$ cat src/rtl/rtc_bus_cycle_gen.sv
// Drives one multiplexed address/data bus cycle (write or read) to the RTC chip.
// Latency 6*PH_CYC+GAP_CYC+1 cycles from start to done; start is ignored while busy.
module rtc_bus_cycle_gen #(
    parameter int PH_CYC  = 4,
    parameter int GAP_CYC = 8
) (
    input  logic        clk,
    input  logic        reset_n,
    input  logic        start,
    input  logic        rw,
    input  logic [7:0]  addr,
    input  logic [7:0]  wdata,
    input  logic [7:0]  ad_in,
    output logic [11:0] control,
    output logic        bus_oe,
    output logic [7:0]  rdata,
    output logic        busy,
    output logic        done
);

    localparam logic [7:0] PH_LD  = 8'(PH_CYC - 1);
    localparam logic [7:0] GAP_LD = 8'(GAP_CYC - 1);

    typedef enum logic [3:0] {
        IDLE, A_SET, A_STB, A_HLD, GAP, D_SET, D_STB, D_HLD, DONE
    } state_t;

    state_t      state_q, state_d;
    logic [7:0]  cnt_q, cnt_d;
    logic        rw_q, rw_d;
    logic [7:0]  addr_q, addr_d;
    logic [7:0]  wdata_q, wdata_d;
    logic [11:0] ctl_q, ctl_d;
    logic        oe_q, oe_d;
    logic [7:0]  rdata_q;
    logic        busy_q, done_q;

    always_comb begin
        state_d = state_q;
        cnt_d   = cnt_q;
        rw_d    = rw_q;
        addr_d  = addr_q;
        wdata_d = wdata_q;
        case (state_q)
            IDLE: begin
                if (start) begin
                    rw_d    = rw;
                    addr_d  = addr;
                    wdata_d = wdata;
                    state_d = A_SET;
                    cnt_d   = PH_LD;
                end
            end
            DONE: state_d = IDLE;
            default: begin
                if (cnt_q != 8'd0) begin
                    cnt_d = cnt_q - 8'd1;
                end else begin
                    cnt_d = PH_LD;
                    case (state_q)
                        A_SET:   state_d = A_STB;
                        A_STB:   state_d = A_HLD;
                        A_HLD: begin
                            state_d = GAP;
                            cnt_d   = GAP_LD;
                        end
                        GAP:     state_d = D_SET;
                        D_SET:   state_d = D_STB;
                        D_STB:   state_d = D_HLD;
                        default: begin
                            state_d = DONE;
                            cnt_d   = 8'd0;
                        end
                    endcase
                end
            end
        endcase

        // Outputs are decoded from the next state so the registered copy lines up with the state.
        ctl_d = 12'hF00;
        oe_d  = 1'b0;
        case (state_d)
            A_SET, A_HLD: begin
                ctl_d = {4'b0111, addr_d};
                oe_d  = 1'b1;
            end
            A_STB: begin
                ctl_d = {4'b0100, addr_d};
                oe_d  = 1'b1;
            end
            D_SET, D_HLD: begin
                if (!rw_d) begin
                    ctl_d = {4'b1111, wdata_d};
                    oe_d  = 1'b1;
                end
            end
            D_STB: begin
                ctl_d = rw_d ? 12'h900 : {4'b1100, wdata_d};
                oe_d  = !rw_d;
            end
            default: ;
        endcase
    end

    always_ff @(posedge clk or negedge reset_n) begin
        if (!reset_n) begin
            state_q <= IDLE;
            cnt_q   <= 8'd0;
            rw_q    <= 1'b0;
            addr_q  <= 8'd0;
            wdata_q <= 8'd0;
            ctl_q   <= 12'hF00;
            oe_q    <= 1'b0;
            rdata_q <= 8'd0;
            busy_q  <= 1'b0;
            done_q  <= 1'b0;
        end else begin
            state_q <= state_d;
            cnt_q   <= cnt_d;
            rw_q    <= rw_d;
            addr_q  <= addr_d;
            wdata_q <= wdata_d;
            ctl_q   <= ctl_d;
            oe_q    <= oe_d;
            busy_q  <= (state_d != IDLE);
            done_q  <= (state_d == DONE);
            if (state_q == D_STB && cnt_q == 8'd0 && rw_q)
                rdata_q <= ad_in;
        end
    end

    assign control = ctl_q;
    assign bus_oe  = oe_q;
    assign rdata   = rdata_q;
    assign busy    = busy_q;
    assign done    = done_q;

endmodule

$ cat config.mk
export PLATFORM = sky130hd
export DESIGN_NAME = rtc_bus_cycle_gen
export DESIGN_NICKNAME = d
export VERILOG_FILES = /design/src/rtl/rtc_bus_cycle_gen.sv
export SDC_FILE = /design/constraint.sdc
export NUM_CORES = 1
export LEC_CHECK = 0
export BUFFER_PORTS_ARGS = -buffer_cell sky130_fd_sc_hd__buf_2
export CAP_MARGIN = 15
export CORE_MARGIN = 5
export CORE_UTILIZATION = 25
export CTS_CLUSTER_DIAMETER = 60
export DETAILED_ROUTE_END_ITERATION = 12
export GPL_TIMING_DRIVEN = 0
export PLACE_DENSITY_LB_ADDON = 0.1
export SETUP_SLACK_MARGIN = 0.2
export SYNTH_ARGS = -nofsm -noshare
export SYNTH_HDL_FRONTEND = slang
export SYNTH_SLANG_ARGS = --single-unit
export TNS_END_PERCENT = 1
$ cat constraint.sdc
create_clock -name clk -period 6 [get_ports clk]
set_input_delay 0.6 -clock clk [delete_from_list [all_inputs] [get_ports clk]]
set_output_delay 0.6 -clock clk [all_outputs]
set_load 0.01 [all_outputs]
==> impl_results.md, run 1 <==
- CTS tree: built
- WL final: approximately 5800 µm
- Share of cells above drive strength 1: 0.3793
- Distinct cell type count after synthesis: 45
- Remaining antenna violation count: 0
- Total GRT Usage: 0.1001
- Layout Cells excl Fill: slightly below 400
- CTS buffer count: 5
- Cell Count Post-Placement: 386
- Power Dens Cells: slightly above 200 nW/µm²
- Seq/Total Area, Yosys: 0.5254
- Port Buffers: roughly 50
- Initial antenna violation count: 0
- Crit path capture type: flop
- Fin Setup TNS: 0 ps
- Worst Hold Class: in2async
- Drc violations: 0
- Post-synth ARST share: 1.000
- Post-layout util: 0.3110
- Static leakage: between 1 and 1.5 nW
- Fin worst setup slack: about 3800 ps
- Largest net degree at the start of global routing: 29
- Die X-Extent: 109.7 µm
- CTS Hold Bufs: 0
- EDFF count, synth: 0
- Max-slew violation count: 0
- # diodes: 0
- Initial Utilization: 0.2555
- Worst-path maximum fanout: 10
- WS Path Type: reg2reg
- Area growth, synth to finish: 21.69%
- R2r setup slk: between 3000 and 4000 ps
- Total gr overflow: 0
- Setup Skew: roughly 11 ps
- Worst skew pair latency: ~310 ps
- Setup bufs post-CTS: 0
- Register bit total from synthesis: 52
- DR vias: approximately 1,700
- DRT Pass-1 Iters: 4
- CP arrival: between 2000 and 2500 ps
- Routed len/inst: 14.65 µm
- Via-to-Cell Ratio: 4.439
- Unrepaired setup endpoints after global routing: false
- Cts repair resizes: 0
- Post-Syn Area per Cell: roughly 12 µm²
- Worst-path clk slew: approximately 100 ps
- CTS sink count: 52
- Final setup viols: 0
- R2R depth: 8
- Mapped Area: approximately 2500 µm²
- Layout net count: 290
- H-tree levels: 2
- Crit share post-route: 0.3708
- Final Instance Area: 3025 µm²
- Slew HR: 0.5549
- Fillcell total: 1,036
- Synthesized net count: roughly 230
- VDD IR max: between 0.00008 and 0.00009 V
- Final Hold Vio Count: 0
- Minimum clock period after layout: around 2200 ps
- Most used flip-flop cell after synthesis: dfrtp_1
- Max-Cap Viols: 0
- Crit path from: cnt_q[0]
- I/O pin count: 51
- Clock buffer depth: 2
- Critical Path End: control[7]
- Initial drt markers: 33
- Vias in the first global route: around 1,800
- Fmax: roughly 0.45 GHz
- Setup crit start kind: flop
- Least-Margin Pin Slew: 667.6 ps
- Std-Cell Rows: 36
- Hold WS: just under 300 ps
- CP required: around 6200 ps
- Gpl congestion: approximately 0.7
- Detailed placement HPWL: just over 4000 µm
- First-pass GRT wire length: roughly 9000 µm
- Die height: 109.7 µm
- Synthesized instance count: approximately 200
- Place WS: approximately 3700 ps
- RR Startpoint: cnt_q[0]
- Core Box Area: ~9700 µm²
- Reg-to-reg endpoint: control[7]
- YS warnings: 0
- Status: complete, no violations
- Pwr Total: 0.6239 mW
- Clock root buffer: clkbuf_8
- DIE AREA: 12,040 µm²
- Post-DP Area: 2918 µm²
==> sequential cells by signal, summed over array words and instances (netlist names) <==
| register | flops |
|---|---|
| control | 12 |
| addr_q | 8 |
| state_q | 4 |
| rdata | 8 |
| busy | 1 |
| cnt_q | 8 |
| wdata_q | 8 |
| bus_oe | 1 |
| rw_q | 1 |
| done | 1 |
==> worst max-delay path: stages (launching register included) <==
cell	delay, ps
dfrtp_1	420
inv_1	110
ha_1	170
nor4b_2	390
nand2_1	210
o22a_1	230
buf_6	150
a311oi_1	360
a211oi_2	60
==> layout make-up <==
| class | instances | area (µm²) | share of cell area |
|---|---|---|---|
| flip-flops and latches | 52 | 1306 | 0.4318 |
| inverters | 17 | 63.81 | 0.02109 |
| clock inverters | 2 | 35.03 | 0.01158 |
| plain buffers | 11 | 58.81 | 0.01944 |
| clock buffers | 6 | 72.57 | 0.02399 |
| repair buffers | 50 | 265.3 | 0.08768 |
| well taps | 133 | 166.4 | 0.05500 |
| multi-input cells | 123 | 1057 | 0.3495 |
==> placed cells by master, fill, tap and decap left out, types with 2 or more instances in the layout <==
master	count
a21o_1	2
nor3_1	4
o211ai_4	2
dfstp_2	4
mux2i_1	9
clkbuf_8	5
nor3b_1	11
mux2_2	9
mux2_1	8
a311oi_1	8
a211oi_2	8
dfrtp_1	48
a2bb2oi_1	2
buf_1	3
nand3_1	2
o21ai_1	2
nand2b_1	2
a21oi_1	4
nor2_1	9
nor4b_2	2
inv_1	15
buf_2	51
clkbuf_1	5
nand2_1	6
nor2_2	2
inv_2	2
buf_6	2
ha_1	2
o21ai_0	12
==> how the worst min path moves through the flow <==
stage | from | endpoint | cells past startpoint
after CTS | reset_n | cnt_q[7] | 1
after global routing | reset_n | cnt_q[7] | 1
after floorplan | reset_n | addr_q[0] | 0
after global placement | rdata[4] | rdata[4] | 1
final | reset_n | cnt_q[7] | 1
after detailed placement | rdata[3] | rdata[3] | 1
==> cells in the mapped netlist (6+ instances only) <==
master / n / area share
a311oi_1: 8 / 0.028
nor3b_1: 11 / 0.033
nor2_1: 9 / 0.014
dfrtp_1: 48 / 0.48
o21ai_0: 12 / 0.024
a211oi_2: 8 / 0.040
nand2_1: 6 / 0.0091
inv_1: 15 / 0.023
mux2_1: 8 / 0.036
mux2i_1: 9 / 0.036
mux2_2: 9 / 0.041
==> power by group <==
| part | leakage, nW | switching (mW) | internal, mW |
|---|---|---|---|
| logic | 0.767 | 0.0143 | 0.0115 |
| clock network | 0.0552 | 0.120 | 0.124 |
| registers | 0.659 | 0.00107 | 0.353 |
| total | 1.48 | 0.135 | 0.489 |
==> layer usage <==
layer	vias up	track usage	routed length (µm)
met3	4	0.02349	297
met4	0	0.02671	57
met5	-	0	0
li1	847	-	-
met1	857	0.1378	2792
met2	41	0.1578	2625
==> logic make-up after synthesis <==
group	Yosys count	synth area share
buffers and inverters	28	0.04932
multiplexers	26	0.1132
AND/OR/NAND/NOR	48	0.1359
adder cells (fa/ha/maj)	2	0.01006
flip-flops	52	0.5254
AO/OA/AOI/OAI	47	0.1661
(Power assumes the default switching activity.)
==> inputs of run 2 (changes only) <==
Settings changed: ABC_AREA set to 1.
Clock period 6 ns to 2.26 ns, I/O delays scaled along.
==> run 2 against run 1 <==
Against the previous run: cell count increased by 16%; setup slack got worse by 3300 ps; combinational power increased by 150%; largest cell class unchanged; via count increased by 7.9%; synthesized cell count increased by 31%; flip-flop and latch count unchanged; critical endpoint is now control[0]; wire length decreased by 3.7%; clock skew decreased by 1.9 ps.
==> impl_results.md, run 2 <==
- Worst skew pair latency: between 300 and 400 ps
- Synthesized net count: just under 300
- Slew HR: 0.6129
- CTS buffer count: 5
- Total gr overflow: 0
- Die height: approximately 110 µm
- Fmax: approximately 0.57 GHz
- WS Path Type: reg2reg
- Post-Syn Area per Cell: 9.438 µm²
- Int Pwr: roughly 1.4 mW
- Distinct cell type count after synthesis: 28
- Post-layout util: 0.3152
- Setup bufs post-CTS: 0
- Gpl congestion: around 0.72
- Initial Utilization: 0.2559
- Combinational share of power: 0.036
- Commonest non-fill, non-tap cell in the layout: nand2_1
- Post-DP Area: 2938 µm²
- # diodes: 0
- Total GRT Usage: 0.09605
- Power Dens Cells: approximately 580 nW/µm²
- Most frequent cells after synthesis: nand2_1 (65), dfrtp_1 (48), inv_1 (31)
- Hold Crit Depth: 3
- DRT Pass-1 Iters: 4
- Die X-Extent: about 110 µm
- Routed len/inst: 12.13 µm
- H-tree levels: 2
- Commonest cells after routing, fill and taps aside: nand2_1 (65), buf_2 (51), dfrtp_1 (48)
- Initial antenna violation count: 0
- Post-synth ARST share: 1.000
- Slowest stage cell, crit path: dfrtp_1
- Clock buffer depth: 2
- EDFF count, synth: 0
- Std-Cell Rows: 36
- Largest area contributor in the netlist: dfrtp_1
- Share of total power in the clock network: 0.434
- Share of cells above drive strength 1: 0.3354
- Reg power frac: 0.530
- CP bufs+invs: 1
- Setup Skew: 9.164 ps
- Top cell type's share of synthesized area: 0.4802
- Largest net degree at the start of global routing: 29
- WP depth: 7
- Final setup viols: 0
- YS warnings: 0
- DIE AREA: roughly 12,000 µm²
- R2R depth: 7
- Area growth, synth to finish: 23.16%
- Final Instance Area: ~3100 µm²
- CP required: between 2000 and 2500 ps
- VDD IR max: between 0.0002 and 0.00025 V
- Remaining antenna violation count: 0
- Crit share post-route: 0.7729
- CTS sink count: 52
- Clock root buffer: clkbuf_8
- CP peak stage delay: 460 ps
- Final Hold Vio Count: 0
- Sw Share: 0.2043
- Core Box Area: between 9000 and 10,000 µm²
- Worst-path maximum fanout: 10
- Max reg flops: 12
- Initial drt markers: between 50 and 60
- Unrepaired setup endpoints after global routing: false
- Most frequent cell after synthesis: nand2_1
- Net Sw Power: 0.3623 mW
- Fin Setup TNS: 0 ps
- Max-slew violation count: 0
- Via-to-Cell Ratio: around 4
- DR vias: between 1,500 and 2,000
- Seq/Total Area, Yosys: 0.5223
- Static leakage: between 1.5 and 2 nW
- CP arrival: approximately 2000 ps
- Worst Hold Class: in2reg
- Setup crit start kind: flop
- Layout net count: 354
- Leading post-synthesis cells by cell area: dfrtp_1 (48%), nand2_1 (9.8%), inv_1 (4.7%)
- Detailed placement HPWL: approximately 4200 µm
- Worst-path clk slew: 100 ps
- WL final: between 5000 and 6000 µm
- Minimum clock period after layout: between 1500 and 2000 ps
- Most used flip-flop cell after synthesis: dfrtp_1
- Delay-heaviest family, CP: simple AND/OR/NAND/NOR gates
- Drc violations: 0
- Port Buffers: 50
- Register bit total from synthesis: 52
- Status: complete, no violations
- Max-Cap Viols: 0
- Cell Chain, Critical Path: nor2_2 > nand3_4 > buf_6 > o21ai_0 > nor2_1 > o211ai_1 > nand2_1
- Vias in the first global route: about 1,800
- I/O pin count: approximately 50
- Crit path capture type: flop
- First-pass GRT wire length: 8956 µm
- Synthesized instance count: approximately 270
- Mapped Area: about 2500 µm²
- CTS tree: built
- Least-Margin Pin Slew: between 500 and 600 ps
==> run 2: worst min-delay path, cell delays in order <==
cell,delay [ps]
buf_2,70
nand2_1,40
nand2_1,60
==> run 2: cells by family (layout without fill, tap and decap cells) <==
family,count (synthesis),after routing,share of synthesized area
simple gates,128,128,0.2676
flops,52,52,0.5223
fa+ha+maj,2,2,0.01000
xor+xnor,5,5,0.01751
mux,8,8,0.03602
buf+inv,40,100,0.06953
compound gates,30,30,0.07703
==> run 2: final timing paths <==
path,startpoint,to,slack (ps)
setup / recovery,state_q[1],control[0],510
hold / removal,addr[5],addr_q[5],120
setup reg to reg,state_q[1],control[0],510
hold reg to reg,addr_q[5],addr_q[5],490
max in group asynchronous,reset_n,wdata_q[2],1280
min in group asynchronous,reset_n,cnt_q[5],440
==> run 2: per-stage QoR <==
| stage | power [mW] | std cells | hold slack [ps] | setup WS [ps] |
|---|---|---|---|---|
| after global routing | 1.845 | 458 | 122.5 | 332.9 |
| after floorplan | 0.9688 | 265 | -69.59 | 744.3 |
| after detailed placement | 1.025 | 449 | 269.8 | 508.4 |
| final | 1.773 | 458 | 120.2 | 513.3 |
| after global placement | 1.021 | 448 | 449.9 | 498.7 |
| after CTS | 1.806 | 458 | 119.0 | 489.8 |
==> run 2: per-layer routing <==
layer,share of wire,global-route usage
met5,0,0
met1,0.46,0.1248
met2,0.47,0.1547
met4,0.0097,0.02939
met3,0.054,0.02737
==> run 2: power groups by stage <==
stage                     combinational, mW  clock, mW  sequential, mW
after global placement               0.0627          0           0.958
after detailed placement             0.0668          0           0.958
after CTS                            0.0682      0.798           0.940
final                                0.0644      0.769           0.940
after floorplan                     0.00627          0           0.963
after global routing                 0.0751      0.829           0.941
==> run 2: repair_timing <==
item / CTS / global route
hold buffers: 1 / 0
hold endpoints to repair: 20 / 0
resized for setup: 0 / 0
==> run 2: area by class of cell <==
type	count	area, µm²
Buffer	4	38.79
Clock buffer	6	72.57
Clock inverter	2	60.06
Fill cell	1059	6694
Inverter	36	135.1
Multi-Input combinational cell	173	1021
Sequential cell	52	1306
Tap cell	133	166.4
Timing Repair Buffer	52	280.3
